## config.mk

```make
export PLATFORM = sky130hd
export DESIGN_NAME = seg_display_ctrl
export DESIGN_NICKNAME = d
export VERILOG_FILES = /design/src/rtl/seg_pkg.sv /design/src/rtl/seg_display_ctrl_scan.sv /design/src/rtl/seg_display_ctrl.sv
export SDC_FILE = /design/constraint.sdc
export NUM_CORES = 1
export LEC_CHECK = 0
export ABC_AREA = 0
export CAP_MARGIN = 20
export CORE_MARGIN = 4
export CORE_UTILIZATION = 46
export CTS_CLUSTER_DIAMETER = 100
export DETAILED_ROUTE_END_ITERATION = 6
export PLACE_DENSITY = 0.87
export SLEW_MARGIN = 5
export SYNTH_ARGS = -nofsm -noshare
export SYNTH_HDL_FRONTEND = slang
export SYNTH_SLANG_ARGS = --single-unit
```

## constraint.sdc

```tcl
create_clock -name clk -period 2.4 [get_ports clk]
set_input_delay 0.48 -clock clk [delete_from_list [all_inputs] [get_ports clk]]
set_output_delay 0.48 -clock clk [all_outputs]
set_load 0.005 [all_outputs]
```

## src/rtl/seg_pkg.sv

```systemverilog
// Shared constants and the hex-to-seven-segment lookup for the multiplexed display peripheral.
package seg_pkg;

    localparam logic [1:0] ADDR_SW0  = 2'd0;
    localparam logic [1:0] ADDR_SW1  = 2'd1;
    localparam logic [1:0] ADDR_DATA = 2'd2;
    localparam logic [1:0] ADDR_CTRL = 2'd3;

    localparam int EN_BIT    = 0;
    localparam int BLANK_LSB = 8;
    localparam int DP_LSB    = 16;

    localparam logic [7:0] SEG_OFF = 8'hFF;

    // Segments ordered a..g from bit 6 down to bit 0, active low.
    function automatic logic [6:0] hex7(input logic [3:0] v);
        case (v)
            4'h0:    hex7 = 7'b0000001;
            4'h1:    hex7 = 7'b1001111;
            4'h2:    hex7 = 7'b0010010;
            4'h3:    hex7 = 7'b0000110;
            4'h4:    hex7 = 7'b1001100;
            4'h5:    hex7 = 7'b0100100;
            4'h6:    hex7 = 7'b0100000;
            4'h7:    hex7 = 7'b0001101;
            4'h8:    hex7 = 7'b0000000;
            4'h9:    hex7 = 7'b0000100;
            4'hA:    hex7 = 7'b0001000;
            4'hB:    hex7 = 7'b1100000;
            4'hC:    hex7 = 7'b0110001;
            4'hD:    hex7 = 7'b1000010;
            4'hE:    hex7 = 7'b0110000;
            default: hex7 = 7'b0111000;
        endcase
    endfunction

endpackage

```

## src/rtl/seg_display_ctrl_scan.sv

```systemverilog
// Refresh divider and digit index for the display scan; runs independently of the enable bit.
module seg_scan #(
    parameter int unsigned REFRESH_DIV = 200000,
    parameter int unsigned NUM_DIGITS  = 8
) (
    input  logic                  clk,
    input  logic                  reset,
    output logic [2:0]            idx,
    output logic [NUM_DIGITS-1:0] sel
);

    localparam int unsigned      CNT_W  = $clog2(REFRESH_DIV);
    localparam logic [CNT_W-1:0] RELOAD = CNT_W'(REFRESH_DIV - 1);
    localparam logic [2:0]       LAST   = 3'(NUM_DIGITS - 1);

    logic [CNT_W-1:0] cnt;

    always_ff @(posedge clk) begin
        if (reset) begin
            cnt <= RELOAD;
            idx <= 3'd0;
        end else if (cnt == '0) begin
            cnt <= RELOAD;
            idx <= (idx == LAST) ? 3'd0 : idx + 3'd1;
        end else begin
            cnt <= cnt - CNT_W'(1);
        end
    end

    assign sel = NUM_DIGITS'(1) << idx;

endmodule

```

## src/rtl/seg_display_ctrl.sv

```systemverilog
// Bus-mapped 7-segment display driver with two synchronised 32-bit switch banks.
module seg_display_ctrl
    import seg_pkg::*;
#(
    parameter int unsigned NUM_DIGITS  = 8,
    parameter int unsigned REFRESH_DIV = 200000
) (
    input  logic                  clk,
    input  logic                  reset,
    input  logic [1:0]            addr,
    input  logic                  we,
    input  logic [3:0]            be,
    input  logic [31:0]           wdata,
    output logic [31:0]           rdata,
    input  logic [31:0]           sw0,
    input  logic [31:0]           sw1,
    output logic [7:0]            seg,
    output logic [NUM_DIGITS-1:0] sel
);

    // Mask bits for digits that do not exist are never stored.
    localparam logic [7:0] DIG_MASK = 8'((16'd1 << NUM_DIGITS) - 16'd1);

    logic [31:0]     data_q;
    logic            en_q;
    logic [7:0]      blank_q;
    logic [7:0]      dp_q;
    logic [31:0]     sw0_meta, sw0_sync;
    logic [31:0]     sw1_meta, sw1_sync;
    logic [2:0]      idx;
    logic [7:0][3:0] nib;

    always_ff @(posedge clk) begin
        if (reset) begin
            data_q   <= '0;
            en_q     <= 1'b1;
            blank_q  <= '0;
            dp_q     <= '0;
            sw0_meta <= '0;
            sw0_sync <= '0;
            sw1_meta <= '0;
            sw1_sync <= '0;
        end else begin
            sw0_meta <= sw0;
            sw0_sync <= sw0_meta;
            sw1_meta <= sw1;
            sw1_sync <= sw1_meta;
            if (we && addr == ADDR_DATA) begin
                for (int b = 0; b < 4; b++) begin
                    if (be[b]) data_q[8*b +: 8] <= wdata[8*b +: 8];
                end
            end
            if (we && addr == ADDR_CTRL) begin
                if (be[0]) en_q    <= wdata[EN_BIT];
                if (be[1]) blank_q <= wdata[BLANK_LSB +: 8] & DIG_MASK;
                if (be[2]) dp_q    <= wdata[DP_LSB +: 8] & DIG_MASK;
            end
        end
    end

    always_comb begin
        rdata = '0;
        case (addr)
            ADDR_SW0:  rdata = sw0_sync;
            ADDR_SW1:  rdata = sw1_sync;
            ADDR_DATA: rdata = data_q;
            default:   rdata = {8'h00, dp_q, blank_q, 7'h00, en_q};
        endcase
    end

    seg_scan #(
        .REFRESH_DIV (REFRESH_DIV),
        .NUM_DIGITS  (NUM_DIGITS)
    ) u_scan (
        .clk   (clk),
        .reset (reset),
        .idx   (idx),
        .sel   (sel)
    );

    assign nib = data_q;

    // Decode depends only on registered state, never on the bus inputs.
    always_comb begin
        seg = SEG_OFF;
        if (en_q && !blank_q[idx]) seg = {~dp_q[idx], hex7(nib[idx])};
    end

endmodule

```

==> impl_results.md <==
- Vias: 5879
- Crit path DAT: 2.44 ns
- Port bufs: 152
- Critical Path RT: 1.92 ns
- Worst R2R End: u_scan.idx[0]
- Buf/Inv on CP: 3
- Critical R2R Launch: u_scan.cnt[3]
- Sequential area share after synthesis: 52.54%
- Ys async rst share: 0%
- DIE WIDTH: 136.1 um
- GRT Util Overall: 20.92%
- R2R Setup Slk: 0.33 ns
- Register bit total from synthesis: 198
- Dpl hpwl: 13700 um
- CTS Buf Count: 17
- CP delay by family, top: multiplexers
- Area occupied by multi-input gates: 3493 um2
- Critical Path Max Stage Delay: 0.54 ns
- First drt pass iteration count: 5
- Slew headroom: 50.79%
- Synth Cell Area: 7545 um2
- Skew final: 0.007746 ns
- Syn_nets: 863
- Die ar.: 18520 um2
- Run status: finished, violations left
- H-tree Lvls: 4
- Synth warn: 0
- Row Count: 46
- Leakage power: 4.039 nW
- Period Utilization, post-route: 121.8%
- Syn avg cell area: 10.10 um2
- Pwr dens: 659.8 nW/um2
- Setup crit end kind: output pin
- DR vias/cell: 5.038
- CTS tree: yes
- Synth-to-layout area growth: 37.88%
- Die height: 136.1 um
- Final WL: 18980 um
- Setup TNS: -3.124 ns
- GP Congestion: 0.8908
- GR Layer Usage met2: 35.75%
- Worst Setup Slack, final: -0.5229 ns
- DR DRC count: 0
- Max-Cap Viols: 0
- Initial Util: 47.15%
- Io pins: 153
- Minimum clock period: 2.923 ns
- Worst path slowest cell: mux4_2
- GRT overflow: 0
- Hold Crit Class: reg -> reg
- F_max: 342.1 MHz
- First-pass GRT wire length: 29750 um
- Initial antenna violation count: 1
- DRT iter0 DRCs: 355
- GR met3 Demand/Resource: 6.588%
- R2R cell count: 5
- Longest Clk Path Bufs: 2
- Met1 Track Usage GR: 24.51%
- Failing checks: setup timing
- Final Net Count: 1054
- Worst ir drop on vdd: 0.0005485 V
- Area after DPL: 9599 um2
- Hold-fix buffers, CTS: 0
- Filler Cells Inserted: 1243
- Final setup viols: 8
- Non-Filler Cell Area, Final: 10400 um2
- Worst path cell trace: mux4_2 > mux2i_4 > buf_4 > buf_6 > nor2_2 > a31oi_1 > o211ai_1 > buf_2
- Worst-path clk slew: 0.07 ns
- Worst setup SP type: register
- Ant. Diodes: 0
- Post-route ant nets: 0
- CP Max Fanout: 5
- Max Slew Vio Count: 0
- RSZ-0062 raised after global routing: yes
- Hold Vio Cnt, Final: 0
- Hold Crit Depth: 1
- WL per Instance: 16.27 um
- CP Class: reg -> out
- Syn Inst Count: 747
- Synth unique cells: 50
- Crit. Startpoint: u_scan.idx[0]
- Critical Path Sink: seg[5]
- CTS Root Cell: clkbuf_16
- Post-synth EDFFs: 0
- Clock sinks: 198
- Vias in the first global route: 5904
- Ratio of cells with drive above 1 in the final layout: 18.19%
- Core area: 16000 um2
- Slew @ Worst Pin: 0.7347 ns
- GR peak layer: met2
- Worst-skew pair later-pin latency: 0.43 ns
- Worst path depth: 8
- Largest net degree at the start of global routing: 145
- Ys flop type: dfxtp_1
- Sequential cell area: 3969 um2
==> flip-flops by register name, summed over array words and instances (netlist names), 8 cells and up <==
signal	cells
sw0_sync	32
dp_q	8
u_scan.cnt	18
data_q	32
sw1_meta	32
sw1_sync	32
sw0_meta	32
blank_q	8
==> report_power, final <==
part / internal [mW] / switching [mW]
sequential: 3.40 / 0.0420
clock: 1.59 / 1.25
combinational: 0.353 / 0.228
==> timing repair <==
action                     4_1_cts  5_1_grt
setup endpoints to repair       25       11
resized for setup               71       16
setup buffers                    9        4
pin swaps                        6        8
==> cell usage in the layout (no fill, tap or decap), drive strengths merged, types with 8 or more instances in the layout <==
cell type        n
dfxtp          198
nand2          139
nor2b          133
clkdlybuf4s50  133
buf             73
a21oi           54
mux4            27
mux2i           22
clkbuf          20
o21ai           19
nor2            16
inv             16
ha              11
and2             9
nand3            9
xnor2            8
dlygate4sd2      8
==> worst min path at each step <==
stage | from | slack, ns | end
2_1_floorplan | u_scan.cnt[0] | 0.38 | u_scan.cnt[0]
3_3_place_gp | u_scan.cnt[0] | 0.40 | u_scan.cnt[0]
3_5_place_dp | u_scan.cnt[0] | 0.40 | u_scan.cnt[0]
4_1_cts | u_scan.cnt[0] | 0.42 | u_scan.cnt[0]
5_1_grt | u_scan.cnt[0] | 0.44 | u_scan.cnt[0]
6_report | u_scan.cnt[0] | 0.41 | u_scan.cnt[0]
==> per-layer routing <==
layer,up-vias,wire [um]
li1,2864,-
met1,2740,7633
met2,225,9341
met3,48,1490
met4,2,503
met5,-,14
==> logic make-up (layout without fill, tap and decap cells) <==
kind of cell               count (synthesis)  count (layout)  synth area share, %
xor gates and xnor gates                  13              13                1.509
DFF                                      198             198                52.54
muxes                                     53              53                11.79
adders and majority gates                 11              11                1.824
and+or+nand+nor                          331             331                22.87
AOI/OAI and AO/OA                         89              89                6.650
buffers and inverters                     52             256                2.819
==> layout make-up <==
class	instances	share of cell area, %
Clock inverter	12	1.371
Clock buffer	20	4.294
Multi-Input combinational cell	497	33.58
Inverter	10	0.3608
Timing Repair Buffer	214	19.64
Tap cell	216	2.598
Sequential cell	198	38.15
==> synth_stat cells, drive strengths merged, types with 4 or more instances <==
master  count  area (um2)
a21oi      54       270.3
and2        9       56.30
and3        5       31.28
buf         8       47.54
clkbuf     34       127.6
dfxtp     198        3964
ha         11       137.6
inv        10       37.53
mux2        4       45.04
mux2i      22       236.5
mux4       27       608.1
nand2     139       521.8
nand3       9       55.05
nor2       16       60.06
nor2b     133       832.1
nor3        6       41.29
nor4        4       40.04
o21ai      19       95.09
o221ai      4       35.03
xnor2       8       70.07
xor2        5       43.79
==> through the flow <==
step | cells | total power, mW | setup WS (ns) | util (%) | hold slack, ns
after global routing | 1167 | 7.093 | -0.6244 | 65.01 | 0.4364
after detailed placement | 1123 | 4.094 | -0.4724 | 59.99 | 0.3993
after floorplan | 747 | 3.754 | 0.00004019 | - | 0.3843
after CTS | 1164 | 6.915 | -0.4553 | 64.54 | 0.4152
final | 1167 | 6.864 | -0.5229 | 65.01 | 0.4126
after global placement | 1123 | 4.081 | -0.4158 | 59.99 | 0.3999
(Power assumes the default switching activity.)
==> RTL edit: new RTL, same settings <==
Register the output `seg`, cleared by the reset; this adds one clock of latency there. The other outputs are not delayed to match.
--- a/src/rtl/seg_display_ctrl.sv
+++ b/src/rtl/seg_display_ctrl.sv
@@ -20,6 +20,8 @@
 
     // Mask bits for digits that do not exist are never stored.
     localparam logic [7:0] DIG_MASK = 8'((16'd1 << NUM_DIGITS) - 16'd1);
+
+    logic [7:0] seg_d;
 
     logic [31:0]     data_q;
     logic            en_q;
@@ -82,8 +84,16 @@
 
     // Decode depends only on registered state, never on the bus inputs.
     always_comb begin
-        seg = SEG_OFF;
-        if (en_q && !blank_q[idx]) seg = {~dp_q[idx], hex7(nib[idx])};
+        seg_d = SEG_OFF;
+        if (en_q && !blank_q[idx]) seg_d = {~dp_q[idx], hex7(nib[idx])};
+    end
+
+    always_ff @(posedge clk) begin
+        if (reset) begin
+            seg <= '0;
+        end else begin
+            seg <= seg_d;
+        end
     end
 
 endmodule
Formal check against the unedited RTL: not equivalent (Yosys sat finds a counterexample within 4 cycles, from zero or initial values and one cycle with reset high).
==> RTL edit against the original RTL <==
  * Sequential power rose by 4%
  * Clock power rose by 19%
  * Power rose by 9.5%
  * Die area rose by 1.4%
  * Sequential cell count rose by 8
  * Global-route usage fell by 1.4 points
  * Cell area fell by 1.4%
  * Non-clock buffer count fell by 40
  * Area after synthesis rose by 1.5%
  * Critical path depth fell by 4
  * Setup slack improved by 610 ps
  * Wire length fell by 4.5%
  * First-iteration DRC count fell by 23%
  * Critical path type unchanged
==> RTL edit: results (changes against the original RTL) <==
Setup crit start u_scan.idx[1]; TritonCTS Buffers 22 (+5); worst setup path endpoint sel[3]; Hold Crit Class input pin to flip-flop; Worst-Skew Late Latency 500 ps (+70 ps); sequential area share after synthesis 53.8% (+1.3 points); worst slew pin tran 798 ps (+63.1 ps); reg2reg start u_scan.idx[0]; DP Worst Slack 82.9 ps (+555 ps); post-synthesis net count 866 (+0.35%); largest net degree at the start of global routing 88 (-39%); outcome finished clean; DP Area 9470 µm² (-1.4%); CP max stage delay 510 ps (-30 ps); Crit-path slowest cell clkdlybuf4s50_1; Via density 4.95 (-1.8%); Pre-antenna DRT Iters 4 (-1); fin cells 1,136 (-2.7%); Routed WL 18,100 µm (-4.5%); DRT iter0 DRCs 274 (-23%); first-pass GRT wire length 29,000 µm (-2.4%); R2R Setup Slk 100 ps (-230 ps); leakage 3.88 nW (-3.9%); max layer used met4; Detailed Place HPWL 12,900 µm (-5.6%); Mean Syn Cell Area 10.2 µm² (+1.1%); met3 routed WL 1470 µm (-1.5%); CTS max path bufs 3 (+1); M1 wire length 7470 µm (-2.1%); WP data arrival 1830 ps (-610 ps); worst r2r dst seg[6]; initial antenna violation count 0 (-1); crit-path leading delay family buffers and inverters; synth top area cells dfxtp_1, nor2b_1, mux4_2, nand2_1, a21oi_1; gr usage total 19.5% (-1.4 points); worst-path fanout max 3 (-2); Filler cells 1,235 (-0.64%); H-tree depth 1 (-3); worst r2r path cells 9 (+4); Cell variety after synth 45 (-10%); vias in the first global route 5,793 (-1.9%); Final Net Count 1,020 (-3.2%)
## RTL edit: cell types whose count changed after synthesis, moves of 3 or more
| cell | unedited run | this run |
|---|---|---|
| dfxtp_1 | 198 | 206 |
| xor2_1 | 5 | 9 |
| a31oi_1 | 2 | 5 |
| and3_1 | 5 | 2 |
| buf_2 | 5 | 2 |
| nand3_1 | 7 | 4 |
| nand3b_1 | 0 | 3 |
| nor2_1 | 16 | 19 |
| nor3_1 | 5 | 2 |
| o221ai_1 | 4 | 1 |
| or3_1 | 1 | 4 |
| or4_1 | 0 | 3 |
## RTL edit: metal layers
layer	vias to the layer above	track usage [%]
li1	2784	-
met3	36	5.51
met5	-	0
met4	0	5.43
met1	2612	24.6
met2	187	32.9
## RTL edit: power by group
part / leakage [nW] / switching [mW] / total, mW / internal (mW)
sequential: 1.69 / 0.0480 / 3.60 / 3.55
combinational: 1.83 / 0.207 / 0.544 / 0.337
clock: 0.361 / 1.33 / 3.37 / 2.04
total: 3.88 / 1.59 / 7.52 / 5.93
## RTL edit: repair_timing
action                                  CTS  global route
endpoints found under the setup margin    2            10
buffers inserted                          3             1
gates resized for setup                   4             8
pin swaps                                 0             0
## RTL edit: area by class of cell
class / count / area [µm²] / area share [%]
Clock buffer: 33 / 673 / 6.56
Clock inverter: 7 / 65.1 / 0.634
Inverter: 10 / 37.5 / 0.366
Multi-Input combinational cell: 490 / 3320 / 32.4
Sequential cell: 206 / 4130 / 40.2
Tap cell: 216 / 270 / 2.64
Timing Repair Buffer: 174 / 1760 / 17.1
## RTL edit: how the worst min path moves through the flow
stage                     cells past startpoint            end  slack (ps)           from
after floorplan                               1  u_scan.cnt[0]         380  u_scan.cnt[0]
after global placement                        1  u_scan.cnt[0]         400  u_scan.cnt[0]
after detailed placement                      1  u_scan.cnt[0]         400  u_scan.cnt[0]
after CTS                                     2    sw0_meta[2]         360          reset
after global routing                          2    sw0_meta[0]         380          reset
final                                         2    sw1_meta[1]         370          reset
## RTL edit: logic make-up (layout without fill, tap and decap cells)
logic type                 count (synthesis)  in the layout  share of synthesized area [%]
AOI/OAI and AO/OA                         82             82                           5.81
xor gates and xnor gates                  15             15                           1.71
adders and majority gates                 11             11                           1.80
buffers and inverters                     54            224                           2.92
DFF                                      206            206                           53.8
muxes                                     53             53                           11.7
and+or+nand+nor                          329            329                           22.2
